--- src/rtl/nes_controller_responder_pkg.sv ---
// Shared definitions for the NES joypad responder and its console-side partner.
package nes_ctrl_pkg;

  localparam int unsigned NES_N_BUTTONS = 8;
  localparam int unsigned NES_COUNT_W   = 4;

  typedef enum logic [2:0] {
    BTN_A      = 3'd0,
    BTN_B      = 3'd1,
    BTN_SELECT = 3'd2,
    BTN_START  = 3'd3,
    BTN_UP     = 3'd4,
    BTN_DOWN   = 3'd5,
    BTN_LEFT   = 3'd6,
    BTN_RIGHT  = 3'd7
  } btn_idx_e;

  typedef enum logic [1:0] {
    IDLE  = 2'd0,
    LOAD  = 2'd1,
    SHIFT = 2'd2,
    DONE  = 2'd3
  } ctrl_state_e;

endpackage

--- src/rtl/nes_controller_responder_if.sv ---
// Console-facing strobes, button inputs and status of the joypad responder.
interface nes_controller_responder_if
  import nes_ctrl_pkg::*;
#(
  parameter int unsigned N_BUTTONS = NES_N_BUTTONS
);

  logic [N_BUTTONS-1:0]   buttons;
  logic                   latch_in;
  logic                   pulse_in;
  logic                   controller_out;
  logic                   busy;
  logic [NES_COUNT_W-1:0] bit_count;
  logic                   frame_done;

  // Console / stimulus side
  modport master (
    output buttons, latch_in, pulse_in,
    input  controller_out, busy, bit_count, frame_done
  );

  // Responder side
  modport slave (
    input  buttons, latch_in, pulse_in,
    output controller_out, busy, bit_count, frame_done
  );

endinterface

--- src/rtl/nes_controller_responder_strobe_conditioner.sv ---
// Synchronizes an async strobe, rejects short glitches and flags filtered edges.
module strobe_conditioner #(
  parameter int unsigned SYNC_STAGES   = 2,
  parameter int unsigned FILTER_CYCLES = 4
) (
  input  logic clk,
  input  logic rst,
  input  logic din,
  output logic level,
  output logic rise_c,
  output logic fall_c
);

  localparam int unsigned CNT_W = (FILTER_CYCLES < 2) ? 1 : $clog2(FILTER_CYCLES + 1);

  logic [SYNC_STAGES-1:0] sync_q;
  logic [CNT_W-1:0]       cnt_q;
  logic                   level_d_q;
  logic                   sampled;

  assign sampled = sync_q[SYNC_STAGES-1];

  // Synchronizer chain, then a level that only flips after a full run of disagreeing samples
  always_ff @(posedge clk) begin
    if (rst) begin
      sync_q    <= '0;
      cnt_q     <= '0;
      level     <= 1'b0;
      level_d_q <= 1'b0;
    end else begin
      sync_q    <= {sync_q[SYNC_STAGES-2:0], din};
      level_d_q <= level;
      if (sampled != level) begin
        if (cnt_q == CNT_W'(FILTER_CYCLES - 1)) begin
          level <= ~level;
          cnt_q <= '0;
        end else begin
          cnt_q <= cnt_q + CNT_W'(1);
        end
      end else begin
        cnt_q <= '0;
      end
    end
  end

  // Edge flags valid for the cycle after the filtered level changes
  always_comb begin
    rise_c = level & ~level_d_q;
    fall_c = ~level & level_d_q;
  end

endmodule

--- src/rtl/nes_controller_responder.sv ---
// Controller-side responder: snapshots buttons on latch, shifts them out on pulse.
module nes_controller_responder
  import nes_ctrl_pkg::*;
#(
  parameter int unsigned SYNC_STAGES   = 2,
  parameter int unsigned FILTER_CYCLES = 4,
  parameter int unsigned N_BUTTONS     = NES_N_BUTTONS,
  parameter bit          FILL_BIT      = 1'b1
) (
  input logic                       clk,
  input logic                       Reset,
  nes_controller_responder_if.slave bus
);

  localparam int unsigned CNT_W = NES_COUNT_W;

  if (N_BUTTONS < 1 || N_BUTTONS > 15) begin : g_bad_n_buttons
    $error("N_BUTTONS must be 1..15 to fit the 4-bit bit_count");
  end
  if (SYNC_STAGES < 2) begin : g_bad_sync
    $error("SYNC_STAGES must be at least 2");
  end
  if (FILTER_CYCLES < 1) begin : g_bad_filter
    $error("FILTER_CYCLES must be at least 1");
  end

  ctrl_state_e          state_q, state_d;
  logic [N_BUTTONS-1:0] sreg_q, sreg_d;
  logic [CNT_W-1:0]     cnt_d;
  logic                 done_d;
  logic                 busy_d;

  logic latch_f, latch_rise_c, latch_fall_c;
  logic pulse_f, pulse_rise_c, pulse_fall_c;
  logic unused_edges;

  assign unused_edges = &{1'b0, latch_rise_c, pulse_f, pulse_fall_c};

  strobe_conditioner #(
    .SYNC_STAGES   (SYNC_STAGES),
    .FILTER_CYCLES (FILTER_CYCLES)
  ) u_latch_cond (
    .clk    (clk),
    .rst    (Reset),
    .din    (bus.latch_in),
    .level  (latch_f),
    .rise_c (latch_rise_c),
    .fall_c (latch_fall_c)
  );

  strobe_conditioner #(
    .SYNC_STAGES   (SYNC_STAGES),
    .FILTER_CYCLES (FILTER_CYCLES)
  ) u_pulse_cond (
    .clk    (clk),
    .rst    (Reset),
    .din    (bus.pulse_in),
    .level  (pulse_f),
    .rise_c (pulse_rise_c),
    .fall_c (pulse_fall_c)
  );

  // State, shift register and all outputs; controller_out tracks the next reg[0]
  always_ff @(posedge clk) begin
    if (Reset) begin
      state_q            <= IDLE;
      sreg_q             <= {N_BUTTONS{FILL_BIT}};
      bus.controller_out <= FILL_BIT;
      bus.bit_count      <= '0;
      bus.busy           <= 1'b0;
      bus.frame_done     <= 1'b0;
    end else begin
      state_q            <= state_d;
      sreg_q             <= sreg_d;
      bus.controller_out <= sreg_d[0];
      bus.bit_count      <= cnt_d;
      bus.busy           <= busy_d;
      bus.frame_done     <= done_d;
    end
  end

  // Next state: latch always wins over a coincident pulse; LOAD is transparent to buttons
  always_comb begin
    state_d = state_q;
    sreg_d  = sreg_q;
    cnt_d   = bus.bit_count;
    done_d  = 1'b0;
    unique case (state_q)
      IDLE: begin
        if (latch_f) begin
          state_d = LOAD;
          sreg_d  = bus.buttons;
          cnt_d   = '0;
        end
      end
      LOAD: begin
        cnt_d = '0;
        if (latch_fall_c) begin
          state_d = SHIFT;
        end else begin
          sreg_d = bus.buttons;
        end
      end
      SHIFT: begin
        if (latch_f) begin
          state_d = LOAD;
          sreg_d  = bus.buttons;
          cnt_d   = '0;
        end else if (pulse_rise_c) begin
          sreg_d = N_BUTTONS'({FILL_BIT, sreg_q} >> 1);
          cnt_d  = bus.bit_count + CNT_W'(1);
          if (cnt_d == CNT_W'(N_BUTTONS)) begin
            state_d = DONE;
            done_d  = 1'b1;
          end
        end
      end
      DONE: begin
        if (latch_f) begin
          state_d = LOAD;
          sreg_d  = bus.buttons;
          cnt_d   = '0;
        end else if (pulse_rise_c) begin
          sreg_d = N_BUTTONS'({FILL_BIT, sreg_q} >> 1);
        end
      end
      default: begin
        state_d = IDLE;
      end
    endcase
    busy_d = (state_d == LOAD) || (state_d == SHIFT);
  end

endmodule

--- src/flat_wrapper.sv ---
// flat-port wrapper written by rule: the top's interface ports become plain ports
module nes_controller_responder_flat import nes_ctrl_pkg::*;
#(
  parameter int unsigned SYNC_STAGES   = 2,
  parameter int unsigned FILTER_CYCLES = 4,
  parameter int unsigned N_BUTTONS     = NES_N_BUTTONS,
  parameter bit          FILL_BIT      = 1'b1
)
  (clk, Reset, bus_buttons, bus_latch_in, bus_pulse_in, bus_controller_out, bus_busy, bus_bit_count, bus_frame_done);
  nes_controller_responder_if #(.N_BUTTONS(N_BUTTONS)) bus_i ();
  input logic clk;
  input logic Reset;
  input wire logic [$bits(bus_i.buttons)-1:0] bus_buttons;
  input wire logic [$bits(bus_i.latch_in)-1:0] bus_latch_in;
  input wire logic [$bits(bus_i.pulse_in)-1:0] bus_pulse_in;
  output wire logic [$bits(bus_i.controller_out)-1:0] bus_controller_out;
  output wire logic [$bits(bus_i.busy)-1:0] bus_busy;
  output wire logic [$bits(bus_i.bit_count)-1:0] bus_bit_count;
  output wire logic [$bits(bus_i.frame_done)-1:0] bus_frame_done;
  assign bus_i.buttons = bus_buttons;
  assign bus_i.latch_in = bus_latch_in;
  assign bus_i.pulse_in = bus_pulse_in;
  assign bus_controller_out = bus_i.controller_out;
  assign bus_busy = bus_i.busy;
  assign bus_bit_count = bus_i.bit_count;
  assign bus_frame_done = bus_i.frame_done;
  nes_controller_responder #(.SYNC_STAGES(SYNC_STAGES), .FILTER_CYCLES(FILTER_CYCLES), .N_BUTTONS(N_BUTTONS), .FILL_BIT(FILL_BIT)) u_core (.clk(clk), .Reset(Reset), .bus(bus_i));
endmodule
--- config.mk ---
export PLATFORM = sky130hd
export DESIGN_NAME = nes_controller_responder_flat
export DESIGN_NICKNAME = d
export VERILOG_FILES = /design/src/rtl/nes_controller_responder_pkg.sv /design/src/rtl/nes_controller_responder_if.sv /design/src/rtl/nes_controller_responder_strobe_conditioner.sv /design/src/rtl/nes_controller_responder.sv /design/src/flat_wrapper.sv
export SDC_FILE = /design/constraint.sdc
export NUM_CORES = 1
export LEC_CHECK = 0
export ABC_CLOCK_PERIOD_IN_PS = 2700
export BUFFER_PORTS_ARGS = -buffer_cell sky130_fd_sc_hd__buf_2
export CORE_ASPECT_RATIO = 1.75
export CORE_UTILIZATION = 59
export DETAILED_ROUTE_END_ITERATION = 12
export HOLD_SLACK_MARGIN = 0.03
export MAX_ROUTING_LAYER = met4
export PLACE_DENSITY_LB_ADDON = 0.25
export SYNTH_ARGS = -nofsm -noshare
export SYNTH_HDL_FRONTEND = slang
export SYNTH_SLANG_ARGS = --single-unit
--- constraint.sdc ---
create_clock -name clk -period 2.7 [get_ports clk]
set_input_delay 0.54 -clock clk [delete_from_list [all_inputs] [get_ports clk]]
set_output_delay 0.54 -clock clk [all_outputs]
set_load 0.01 [all_outputs]
# Word-level counts from Yosys, hierarchy flattened
# Index checks and enable logic that the tools add are counted.
[totals]
reg_bits = 30
out_inout_bits = 7
input_bits = 12
[op_classes]
mux = 16
bitwise_logic = 9
n_addsub = 3
n_eq_ne = 15
n_reduce_logical = 11
[ops]
columns = ["cell", "n"]
rows = [
  ["8-bit 2-to-1 mux", 4],
  ["8-bit case mux with 3 select lines", 1],
  ["4-bit 2-to-1 mux", 3],
  ["4-bit case mux with 3 select lines", 1],
  ["2-bit 2-to-1 mux", 5],
  ["1-bit inverter", 7],
  ["3-bit by 1-bit adder with 3-bit output, second input constant", 2],
  ["2-bit equality test, second input constant", 3],
  ["3-bit by 2-bit equality test with 1-bit output, second input constant", 2],
  ["2-bit case mux with 3 select lines", 1],
  ["2-bit AND reduction", 3],
  ["3-bit OR reduction", 2],
  ["4-bit by 1-bit adder with 4-bit output, second input constant", 1],
  ["2-bit by 1-bit equality test with 1-bit output, second input constant", 2],
  ["4-bit equality test, second input constant", 1],
  ["2-bit != test, second input constant", 2],
  ["2-bit OR reduction", 2],
  ["4-bit OR reduction", 1],
  ["3-bit by 1-bit != test with 1-bit output, second input constant", 1],
  ["3-bit by 2-bit != test with 1-bit output, second input constant", 1],
  ["3-bit AND reduction", 1],
  ["1-bit AND", 2],
  ["2-bit logical NOT", 1],
  ["1-bit != test", 2],
  ["other kinds (3)", 3],
]

# Depth between registers and ports, before layout
# Gate-level depths: netlist of run 1.
[logic_depth]
depth_word = 8
ltp_mapped = 8
mapped_depth_nobuf = 7

# By module
# A second synthesis of run 1 with hierarchy kept.
[unflattened]
hier_cells = 135
area_unflattened_um2 = 1381.3
[modules_own_cells]
columns = ["mod", "n_inst", "area_per_inst_um2", "cells_each"]
rows = [
  ["nes_controller_responder", 1, 878.3, 93],
  ["strobe_conditioner", 2, 251.5, 21],
]

# Worst setup path before layout of run 1
# No wires, ideal clock.
[synth_timing]
kind = "register -> register"
startpoint = "reg u_core.state_q[0]"
endpoint = "reg u_core.sreg_q[2]"
synth_period_minus_slack_ns = 1.670
stages_incl_launch_ff = 8
arrival_time_ns = 1.550
required_ns = 2.580
setup_time_ns = 0.120
path_slack_ns = 1.030
cell_sequence = "dfxtp_1 -> inv_1 -> ha_1 -> o21bai_1 -> buf_6 -> o22ai_4 -> buf_6 -> a211o_2"
[synth_between]
elab_chain_len = 4
[synth_rtl]
columns = ["item", "line", "rtl"]
rows = [
  ["start: declaration", "nes_controller_responder.sv:27", "ctrl_state_e state_q, state_d;"],
  ["start signal: assignment", "nes_controller_responder.sv:73", "state_q <= state_d;"],
  ["2-bit equality test", "nes_controller_responder.sv:88", "unique case (state_q)"],
  ["2-bit OR reduction (no source line)", "-", ""],
  ["3-bit by 1-bit != test with 1-bit output (no source line)", "-", ""],
  ["3-bit AND reduction (no source line)", "-", ""],
  ["end signal: assignment", "nes_controller_responder.sv:67", "sreg_q <= {N_BUTTONS{FILL_BIT}};"],
  ["end signal: assignment", "nes_controller_responder.sv:74", "sreg_q <= sreg_d;"],
  ["end: declaration", "nes_controller_responder.sv:28", "logic [N_BUTTONS-1:0] sreg_q, sreg_d;"],
]
# Several ways; a longest one is shown, not always the timed one.
# A chain may end at the register's enable or synchronous reset.

# Worst setup path after layout of run 1
# Same ends and word-level chain as after synthesis.

==> reports/results.tsv, run 1 <==
metric	value	unit
maximum number of pins on one net before global-route repair	27	
overall via count from detail_route	1035	
Num Clock Sinks	30	
synthesized instance count	138	
final worst-path setup slack	0.8690	ns
antenna diode count	0	
Mapped Avg Cell Area	9.919	sq um
total global routing track utilization	22.64	%
library cells used by synthesis	37	
combined area of all synthesized cells	1369	sq um
portion of the post-synthesis area used by sequential elements	43.88	%
GPL Wtd Cong	0.7972	
Clock Tree Root	clkbuf_4	
commonest cells after routing, fill and taps aside	30 x dfxtp_1, 22 x nor2_1, 18 x buf_2	
first-pass GRT wire length	3850	um
horizontal extent of the die	38.41	um
cell type with the highest aggregate area in the netlist	dfxtp_1	
quantity of I/O buffers inserted on ports	18	
number of buffers between clock root and the deepest sink	2	
max-capacitance violation count	0	
half-perimeter wire length after placement	1682	um
flip-flop and latch count after synthesis	30	
min Tclk post-route	1.831	ns
number of gates resized after cts	0	
vias per cell	5.625	
classification of the worst setup path	register to register	
clock insertion delay at the later pin of the skew report	0.34	ns
yosys synthesis warning count	0	
Setup crit end kind	register	
Final Util	70.92	%
routed length on met1	875	um
Routed Wire Length	2268	um
antenna violations before repair	0	
Setup violations, final	0	
Synthesized Nets	159	
crit share post-route	67.81	%
Iteration-0 DRC Markers	27	
Post-CTS Hold Fix Bufs	0	
startpoint type of the worst setup path	register	
worst voltage drop across the vdd grid	0.0003936	V
Layout Nets	180	
worst rel slew slack	67.04	%
remaining antenna violation count after routing	0	
number of placement rows	22	
HP Class	input pin to register	
number of primary I/O pins	19	
setup repair after global routing missed its margin	false	
DIE AREA	2524	sq um
initial standard-cell utilization of the core	63.75	%
setup repair bufs after CTS	0	
post-placement cell count	176	
cell types occupying the most area after synthesis	dfxtp_1 44%, ha_1 8.2%, mux2i_1 6.6%, nor2_1 6.0%, nor2b_1 3.7%	
Slew @ Worst Pin	0.4937	ns
share of layout cells above drive strength 1	21.88	%
overall die height	65.72	um
Slew Limit Fails	0	
deepest level of the CTS H-tree	2	
area share of the leading cell type in the synthesized netlist	43.88	%
vias in the first global route	951	
drt pass-1 iters	4	
CTS tree	done	
worst-case clock skew	0.01682	ns
Req. time, crit path	2.92	ns
non-filler instance count after layout	184	
top routing layer in use	met4	
Fmax achieved	0.5462	GHz
Core Region	2147	sq um
synthesis-to-finish area growth	11.24	%
clock-pin slew on the worst setup and hold paths	0.10	ns
total negative setup slack	0	ns
wire length per cell after detailed routing	12.33	um
routed wl met2	1243	um
reported leakage power	0.6486	nW
total clock buffers created by CTS	5	
detailed-routed wire length on met3	86	um
global-route congestion overflow total	0	
Place WS	0.8928	ns
outcome	finished, final reports clean	
number of remaining DRC errors	0	
Design Power	754.2	uW
Crit Path Max Fanout	9	
commonest non-fill, non-tap cell in the layout	dfxtp_1	
ratio of total power to cell area	495.3	nW/um^2
arrival time of the worst setup path	2.05	ns
Final Hold Fails	0	
[cell usage after synthesis]
master / count
a22oi_1: 1
nand3_2: 1
a21boi_0: 1
inv_1: 7
xnor2_1: 2
nor2_1: 22
a21oi_1: 7
a2bb2oi_1: 1
dfxtp_1: 30
nor3b_1: 1
and2b_4: 1
and3b_1: 1
ha_1: 9
a21o_1: 1
a211o_2: 3
a211o_1: 4
o211ai_1: 2
buf_6: 2
xor2_1: 1
o22ai_4: 1
nand2b_1: 3
or3b_1: 1
buf_4: 1
nor2b_4: 1
o21bai_1: 1
and4b_1: 1
nand3_1: 1
o21ai_0: 3
nor2b_1: 8
nand2_1: 2
nand4_1: 1
o221ai_1: 1
or3_1: 3
nand2b_2: 1
mux2i_1: 9
clkbuf_1: 2
o221a_1: 1
[flip-flops by register name (all words and copies together), names as in the netlist]
signal and cells:
u_core.sreg_q 7, u_core.bus.bit_count 4, u_core.u_latch_cond.cnt_q 3, u_core.u_pulse_cond.cnt_q 3, u_core.state_q 2, u_core.u_latch_cond.sync_q 2, u_core.u_pulse_cond.sync_q 2, u_core.bus.busy 1
u_core.bus.controller_out 1, u_core.bus.frame_done 1, u_core.u_latch_cond.level 1, u_core.u_latch_cond.level_d_q 1, u_core.u_pulse_cond.level 1, u_core.u_pulse_cond.level_d_q 1
[path summary, 6_finish.rpt]
check	from	end	slack, ns	cells past startpoint
setup / recovery	u_core.state_q[0]	u_core.sreg_q[2]	0.87	7
hold / removal	bus_pulse_in	u_core.u_pulse_cond.sync_q[0]	0.42	2
setup reg to reg	u_core.state_q[0]	u_core.sreg_q[2]	0.87	7
hold reg to reg	u_core.u_latch_cond.cnt_q[0]	u_core.u_latch_cond.cnt_q[0]	0.43	1
[routing by layer]
metal	track usage, %	up-vias
li1	-	522
met1	21.65	484
met2	36.86	22
met3	8.446	7
met4	13.79	0
met5	-	-
[critical path, cell delays in order (launching register included)]
cell and delay [ns]:
dfxtp_1 0.44, inv_1 0.10, ha_1 0.25, o21bai_1 0.14, buf_4 0.21, mux2i_1 0.21
nor2_1 0.05, a211o_2 0.30
[logic make-up after synthesis]
group / synth area share, %
flip-flops: 43.88
AND/OR/NAND/NOR: 19.47
adder cells (fa/ha/maj): 8.227
XOR/XNOR: 1.920
buffers and inverters: 4.662
AO/OA/AOI/OAI: 15.27
multiplexers: 6.582
[cell type report]
cell class / instances / area, sq um
Multi-Input combinational cell: 96 / 704.4
Timing Repair Buffer: 19 / 97.59
Inverter: 7 / 26.28
Clock inverter: 2 / 12.51
Clock buffer: 6 / 51.30
Tap cell: 24 / 30.03
Sequential cell: 30 / 600.6
Fill cell: 183 / 624.3
[power breakdown]
part / internal [mW] / switching, mW / leakage [nW] / total [mW]
logic: 0.0108 / 0.0112 / 0.371 / 0.0221
registers: 0.446 / 0.00154 / 0.243 / 0.447
clock network: 0.125 / 0.160 / 0.0343 / 0.285
[per-stage QoR]
stage | hold WS [ns] | instance area, sq um
final | 0.4165 | 1523
after floorplan | 0.3990 | 1369
after detailed placement | 0.4130 | 1459
after global routing | 0.4069 | 1523
after global placement | 0.4071 | 1459
after CTS | 0.4070 | 1523
(Power assumes the default switching activity.)
==> run 2: changes to the inputs <==
--- a/config.mk
+++ b/config.mk
@@ -5,10 +5,11 @@
 export SDC_FILE = /design/constraint.sdc
 export NUM_CORES = 1
 export LEC_CHECK = 0
-export ABC_CLOCK_PERIOD_IN_PS = 2700
+export ABC_AREA = 1
+export ABC_CLOCK_PERIOD_IN_PS = 1900
 export BUFFER_PORTS_ARGS = -buffer_cell sky130_fd_sc_hd__buf_2
 export CORE_ASPECT_RATIO = 1.75
-export CORE_UTILIZATION = 59
+export CORE_UTILIZATION = 55
 export DETAILED_ROUTE_END_ITERATION = 12
 export HOLD_SLACK_MARGIN = 0.03
 export MAX_ROUTING_LAYER = met4
==> constraint.sdc (replaced) <==
create_clock -name clk -period 1.9 [get_ports clk]
set_input_delay 0.38 -clock clk [delete_from_list [all_inputs] [get_ports clk]]
set_output_delay 0.38 -clock clk [all_outputs]
set_load 0.01 [all_outputs]
==> run 2 against run 1 <==
  * Die area up 6.6%
  * Worst setup slack worse by 0.47 ns
  * Count of clock-buffer cells in the layout unchanged
  * Largest power group unchanged
==> reports/results.tsv, run 2 <==
metric	value	unit
outcome	finished, final reports clean	
arrival time of the worst setup path	1.65	ns
timing startpoint of the critical path	u_core.state_q[0]	
CTS tree	done	
classification of the worst setup path	register to register	
most used flip-flop cell after synthesis	dfxtp_1	
proportion of synthesized flip-flops having asynchronous set or reset	0	%
Mapped Avg Cell Area	7.662	sq um
horizontal extent of the die	39.64	um
Core Region	2331	sq um
commonest cells after routing, fill and taps aside	51 x nand2_1, 30 x dfxtp_1, 21 x nor2_1	
cells on worst reg2reg path	8	
number of buffers between clock root and the deepest sink	2	
yosys synthesis warning count	0	
Setup violations, final	0	
Clock Tree Root	clkbuf_8	
hold path endpoint	u_core.u_latch_cond.sync_q[0]	
Register-to-Register Setup Slack	0.39	ns
Req. time, crit path	2.04	ns
most frequent cells after synthesis	51 x nand2_1, 30 x dfxtp_1, 21 x nor2_1	
Bufs and invs on worst path	2	
non-filler instance count after layout	226	
Slew Limit Fails	0	
combined area of all synthesized cells	1364	sq um
Final Util	67.20	%
area share of the leading cell type in the synthesized netlist	44.04	%
library cells used by synthesis	23	
maximum number of pins on one net before global-route repair	16	
wire length per cell after detailed routing	10.81	um
worst-case clock skew	0.002444	ns
commonest non-fill, non-tap cell in the layout	nand2_1	
Post-CTS Hold Fix Bufs	0	
Slowest cell on crit path	dfxtp_1	
setup repair bufs after CTS	0	
global-route congestion overflow total	0	
overall die height	67.88	um
overall via count from detail_route	1171	
instance area at placement	1484	sq um
vias in the first global route	1108	
largest delay contributor family on the critical path	flip-flops	
registers with the most flip-flops	u_core.sreg_q (7), u_core.bus.bit_count (4)	
number of remaining DRC errors	0	
HP Class	input pin to register	
DIE AREA	2691	sq um
Synthesized Nets	199	
sequential share of power	55.3	%
Iteration-0 DRC Markers	18	
first-pass GRT wire length	4064	um
Routed Wire Length	2442	um
setup repair after global routing missed its margin	false	
remaining antenna violation count after routing	0	
Final Hold Fails	0	
Internal Dissipation	928.0	uW
vias per cell	5.181	
Setup crit end kind	register	
antenna diode count	0	
Layout Nets	223	
total net switching power	224.4	uW
Biggest register	u_core.sreg_q	
cell type with the highest aggregate area in the netlist	dfxtp_1	
synthesis-to-finish area growth	14.86	%
number of cells traversed by the worst hold path	3	
min Tclk post-route	1.506	ns
portion of the post-synthesis area used by sequential elements	44.04	%
antenna violations before repair	0	
number of placement rows	23	
ratio of total power to cell area	735.7	nW/um^2
total global routing track utilization	22.72	%
hold_sp	bus_latch_in	
Most Frequent Cell on Critical Path	nand2_1	
Fillers	200	
GPL Wtd Cong	0.8243	
flip-flop and latch count after synthesis	30	
reported leakage power	0.7636	nW
cell types occupying the most area after synthesis	dfxtp_1 44%, nand2_1 14%, ha_1 8.3%, nor2_1 5.8%, inv_1 5.2%	
most frequent cell after synthesis	nand2_1	
synthesized instance count	178	
max-capacitance violation count	0	
finished layout cell area	1567	sq um
Crit Path Max Fanout	8	
clock network fraction of total power	41.6	%
worst flop-to-flop path startpoint	u_core.state_q[0]	
Num Clock Sinks	30	
post-placement cell count	220	
worst voltage drop across the vdd grid	0.0005725	V
deepest level of the CTS H-tree	2	
quantity of I/O buffers inserted on ports	18	
total negative setup slack	0	ns
number of flip-flops under the largest register name	7	
number of gates resized after cts	0	
share of layout cells above drive strength 1	22.89	%
critical path's largest stage delay	0.40	ns
half-perimeter wire length after placement	1881	um
Design Power	1.152	mW
critical path cell sequence	inv_1 -> ha_1 -> o21ai_2 -> inv_2 -> nand2_1 -> nand2_1 -> nand2_1 -> nand3_1	
drt pass-1 iters	4	
worst rel slew slack	74.12	%
Fmax achieved	0.6641	GHz
FF-to-FF End	u_core.sreg_q[1]	
count of flip-flops with a built-in enable after synthesis	0	
share of total power consumed by net switching	19.47	%
clock-pin slew on the worst setup and hold paths	0.05	ns
total clock buffers created by CTS	5	
crit share post-route	79.25	%
number of primary I/O pins	19	
Slew @ Worst Pin	0.3878	ns
Comb power frac	3.1	%
initial standard-cell utilization of the core	58.51	%
clock insertion delay at the later pin of the skew report	0.27	ns
startpoint type of the worst setup path	register	
==> run 2: cell count changes after synthesis, sizes merged, moves of 2 or more <==
cell	change
nand3	+11
or3	-3
mux2i	-9
nand2b	-4
a211o	-7
nand2	+53
nor2	+2
o21ai	+4
inv	+17
nor2b	-9
xnor2	-2
buf	-2
==> run 2: area by class of cell <==
cell class | count | area, sq um | area share (%)
multi-input cells | 122 | 661.9 | 42.25
flip-flops and latches | 30 | 600.6 | 38.34
repair buffers | 19 | 97.59 | 6.230
inverters | 24 | 92.59 | 5.911
clock buffers | 6 | 82.58 | 5.272
well taps | 25 | 31.28 | 1.997
==> run 2: how the worst max path moves through the flow <==
stage | end | cells past startpoint
after floorplan | u_core.bus.controller_out | 8
final | u_core.sreg_q[1] | 8
after global routing | u_core.sreg_q[2] | 8
after global placement | u_core.sreg_q[5] | 8
after CTS | u_core.sreg_q[2] | 8
after detailed placement | u_core.sreg_q[2] | 8
==> run 2: tightest hold or removal path, delay by kind of cell <==
| family | cells | cell delay, ns |
|---|---|---|
| and+or+nand+nor | 1 | 0.06 |
| buffers and inverters | 2 | 0.11 |
==> run 2: power by group through the flow <==
stage / sequential [mW] / combinational (mW) / clock [mW]
floorplan: 0.650 / 0.0199 / 0
global placement: 0.650 / 0.0346 / 0
detailed placement: 0.651 / 0.0357 / 0
CTS: 0.637 / 0.0362 / 0.493
global route: 0.637 / 0.0421 / 0.516
finish: 0.637 / 0.0356 / 0.480
==> run 2: stage by stage <==
| step | setup WS [ns] | hold WS, ns |
|---|---|---|
| 2_1_floorplan | 0.4579 | 0.3883 |
| 3_3_place_gp | 0.4836 | 0.3933 |
| 3_5_place_dp | 0.4062 | 0.3969 |
| 4_1_cts | 0.3863 | 0.3131 |
| 5_1_grt | 0.2425 | 0.3204 |
| 6_report | 0.3943 | 0.3107 |
==> run 2: cells by family after synthesis <==
kind of cell | after synthesis | share of synthesized area (%)
AND/OR/NAND/NOR | 94 | 29.36
flip-flops | 30 | 44.04
adder cells (fa/ha/maj) | 9 | 8.257
AO/OA/AOI/OAI | 19 | 10.92
buffers and inverters | 26 | 7.431
==> run 2: per-layer routing <==
metal,vias to the layer above,part of all wire (%),track usage [%]
met1,534,40,18.03
met3,11,3.2,3.896
met5,-,0,-
met2,22,53,42.42
li1,604,-,-
met4,0,3.8,15.95
==> run 3: changes to the inputs <==
--- a/config.mk
+++ b/config.mk
@@ -6,7 +6,7 @@
 export NUM_CORES = 1
 export LEC_CHECK = 0
 export ABC_AREA = 1
-export ABC_CLOCK_PERIOD_IN_PS = 1900
+export ABC_CLOCK_PERIOD_IN_PS = 1400
 export BUFFER_PORTS_ARGS = -buffer_cell sky130_fd_sc_hd__buf_2
 export CORE_ASPECT_RATIO = 1.75
 export CORE_UTILIZATION = 55
==> constraint.sdc (replaced) <==
create_clock -name clk -period 1.4 [get_ports clk]
set_input_delay 0.28 -clock clk [delete_from_list [all_inputs] [get_ports clk]]
set_output_delay 0.28 -clock clk [all_outputs]
set_load 0.01 [all_outputs]
==> run 3 against run 2 <==
  * First-iteration DRC count increased by 33%
  * Sequential share of layout area is 3.4 points lower
  * Critical endpoint is now u_core.sreg_q[7]
  * Sequential power increased by 35%
  * Count of clock-buffer cells in the layout unchanged
  * Worst setup slack worse by 0.37 ns
  * Flip-flop and latch count stayed put
  * Combinational power increased by 45%
  * Largest cell class unchanged
==> reports/results.tsv, run 3 (synthesized netlist as in run 2, its figures left out) <==
metric	value	unit
registers with the most flip-flops	u_core.sreg_q (7), u_core.bus.bit_count (4)	
number of cells traversed by the worst hold path	3	
total global routing track utilization	26.01	%
DIE AREA	2691	sq um
clock network fraction of total power	44.4	%
classification of the worst setup path	register to register	
GPL Wtd Cong	0.8658	
Slowest cell on crit path	dfxtp_4	
total clock buffers created by CTS	5	
critical path's largest stage delay	0.36	ns
Fmax achieved	0.7274	GHz
Core Region	2331	sq um
Slew @ Worst Pin	0.3631	ns
Iteration-0 DRC Markers	24	
crit share post-route	98.20	%
commonest cells after routing, fill and taps aside	47 x nand2_1, 25 x dfxtp_1, 19 x nor2_1	
sequential cell area in the final layout	614.3	sq um
count of cell instances traversed by the critical path	7	
critical path cell sequence	buf_6 -> ha_4 -> a22oi_2 -> o21ai_4 -> inv_4 -> o21ai_2 -> nand3_1	
multi-input combinational cell area	743.2	sq um
share of layout cells above drive strength 1	35.68	%
Setup violations, final	0	
number of placement rows	23	
horizontal extent of the die	39.64	um
arrival time of the worst setup path	1.60	ns
synthesis-to-finish area growth	28.81	%
Crit Path Max Fanout	8	
final worst-path setup slack	0.02522	ns
CTS tree	done	
total net switching power	363.5	uW
max-capacitance violation count	0	
half-perimeter wire length after placement	1975	um
overall die height	67.88	um
Layout Nets	233	
worst voltage drop across the vdd grid	0.0007441	V
vias in the first global route	1138	
Biggest register	u_core.sreg_q	
setup repair after global routing missed its margin	true	
Clock Tree Root	clkbuf_8	
commonest non-fill, non-tap cell in the layout	nand2_1	
Bufs and invs on worst path	2	
Post-CTS Hold Fix Bufs	0	
Final Hold Fails	0	
Routed Wire Length	2905	um
initial standard-cell utilization of the core	58.51	%
clock insertion delay at the later pin of the skew report	0.28	ns
wire length per cell after detailed routing	12.21	um
Comb power frac	3.2	%
Final Util	75.36	%
drt pass-1 iters	3	
ratio of total power to cell area	931.0	nW/um^2
Slew Limit Fails	0	
number of remaining DRC errors	0	
Fillers	178	
deepest level of the CTS H-tree	2	
remaining antenna violation count after routing	0	
antenna violations before repair	0	
quantity of I/O buffers inserted on ports	18	
worst-case clock skew	0.002697	ns
cells on worst reg2reg path	7	
startpoint type of the worst setup path	register	
Req. time, crit path	1.62	ns
largest delay contributor family on the critical path	compound AO/OA/AOI/OAI gates	
outcome	finished, final reports clean	
min Tclk post-route	1.375	ns
first-pass GRT wire length	4519	um
share of total power consumed by net switching	22.22	%
worst rel slew slack	75.76	%
reported leakage power	0.8270	nW
maximum number of pins on one net before global-route repair	13	
Setup crit end kind	register	
Internal Dissipation	1.272	mW
Place WS	-0.05587	ns
number of flip-flops under the largest register name	7	
overall via count from detail_route	1212	
HP Class	input pin to register	
Num Clock Sinks	30	
number of buffers between clock root and the deepest sink	2	
antenna diode count	0	
vias per cell	5.092	
clock-pin slew on the worst setup and hold paths	0.06	ns
sequential share of power	52.5	%
number of primary I/O pins	19	
global-route congestion overflow total	0	
## run 3: changes by cell type in the layout (fill, tap and decap cells not counted), moves of 4 or more
| cell | change |
|---|---|
| nand2_2 | +4 |
| buf_4 | +7 |
| ha_1 | -4 |
| nand2_1 | -4 |
| dfxtp_1 | -5 |
## run 3: repair_timing
| item | 4_1_cts | 5_1_grt |
|---|---|---|
| setup endpoints to repair | 14 | 14 |
| gates cloned | 1 | 0 |
| endpoints found under the hold margin | 0 | 0 |
| pin swaps | 6 | 8 |
| setup buffers | 0 | 5 |
| gates resized for setup | 13 | 17 |
## run 3: power groups by stage
stage	Clock, mW	Sequential [mW]	Combinational (mW)
3_3_place_gp	0	0.883	0.0482
2_1_floorplan	0	0.882	0.0271
4_1_cts	0.747	0.864	0.0511
6_report	0.726	0.858	0.0515
5_1_grt	0.773	0.858	0.0598
3_5_place_dp	0	0.883	0.0502
## run 3: path summary, 6_finish.rpt
kind,startpoint,end,slack [ns]
max,u_core.state_q[0],u_core.sreg_q[7],0.03
min,bus_latch_in,u_core.u_latch_cond.sync_q[0],0.19
max reg2reg,u_core.state_q[0],u_core.sreg_q[7],0.03
min reg2reg,u_core.u_latch_cond.sync_q[0],u_core.u_latch_cond.sync_q[1],0.41
## run 3: through the flow
stage	power, mW	hold WS (ns)	TNS [ns]	cells	cell area [sq um]
after global placement	0.9308	0.3929	0	224	1521
after floorplan	0.9094	0.3530	0	178	1371
after detailed placement	0.9332	0.3976	-0.4672	224	1521
final	1.635	0.1921	0	238	1757
after global routing	1.691	0.1883	-0.3461	238	1757
after CTS	1.662	0.1824	0	233	1673
## run 3: area by class of cell
type | count | area share (%)
multi-input combinational | 123 | 42.31
sequential | 30 | 34.97
timing repair buffer | 28 | 9.829
inverter | 24 | 5.698
clock buffer | 6 | 4.701
tap | 25 | 1.781
clock inverter | 2 | 0.7123
## run 3: worst register-to-register path: cells and delay by family, from the launching register on
kind	cells	cell delay, ns
AOI/OAI and AO/OA	3	0.48
DFF	1	0.36
buffers and inverters	2	0.25
adders and majority gates	1	0.17
and+or+nand+nor	1	0.06
## run 3: metal layers
metal / part of all wire, % / global-route usage, % / vias to the layer above
met4: 3.1 / 15.52 / 0
met2: 55 / 46.52 / 24
met5: 0 / - / -
li1: - / - / 630
met3: 3.3 / 7.792 / 8
met1: 38 / 21.92 / 550
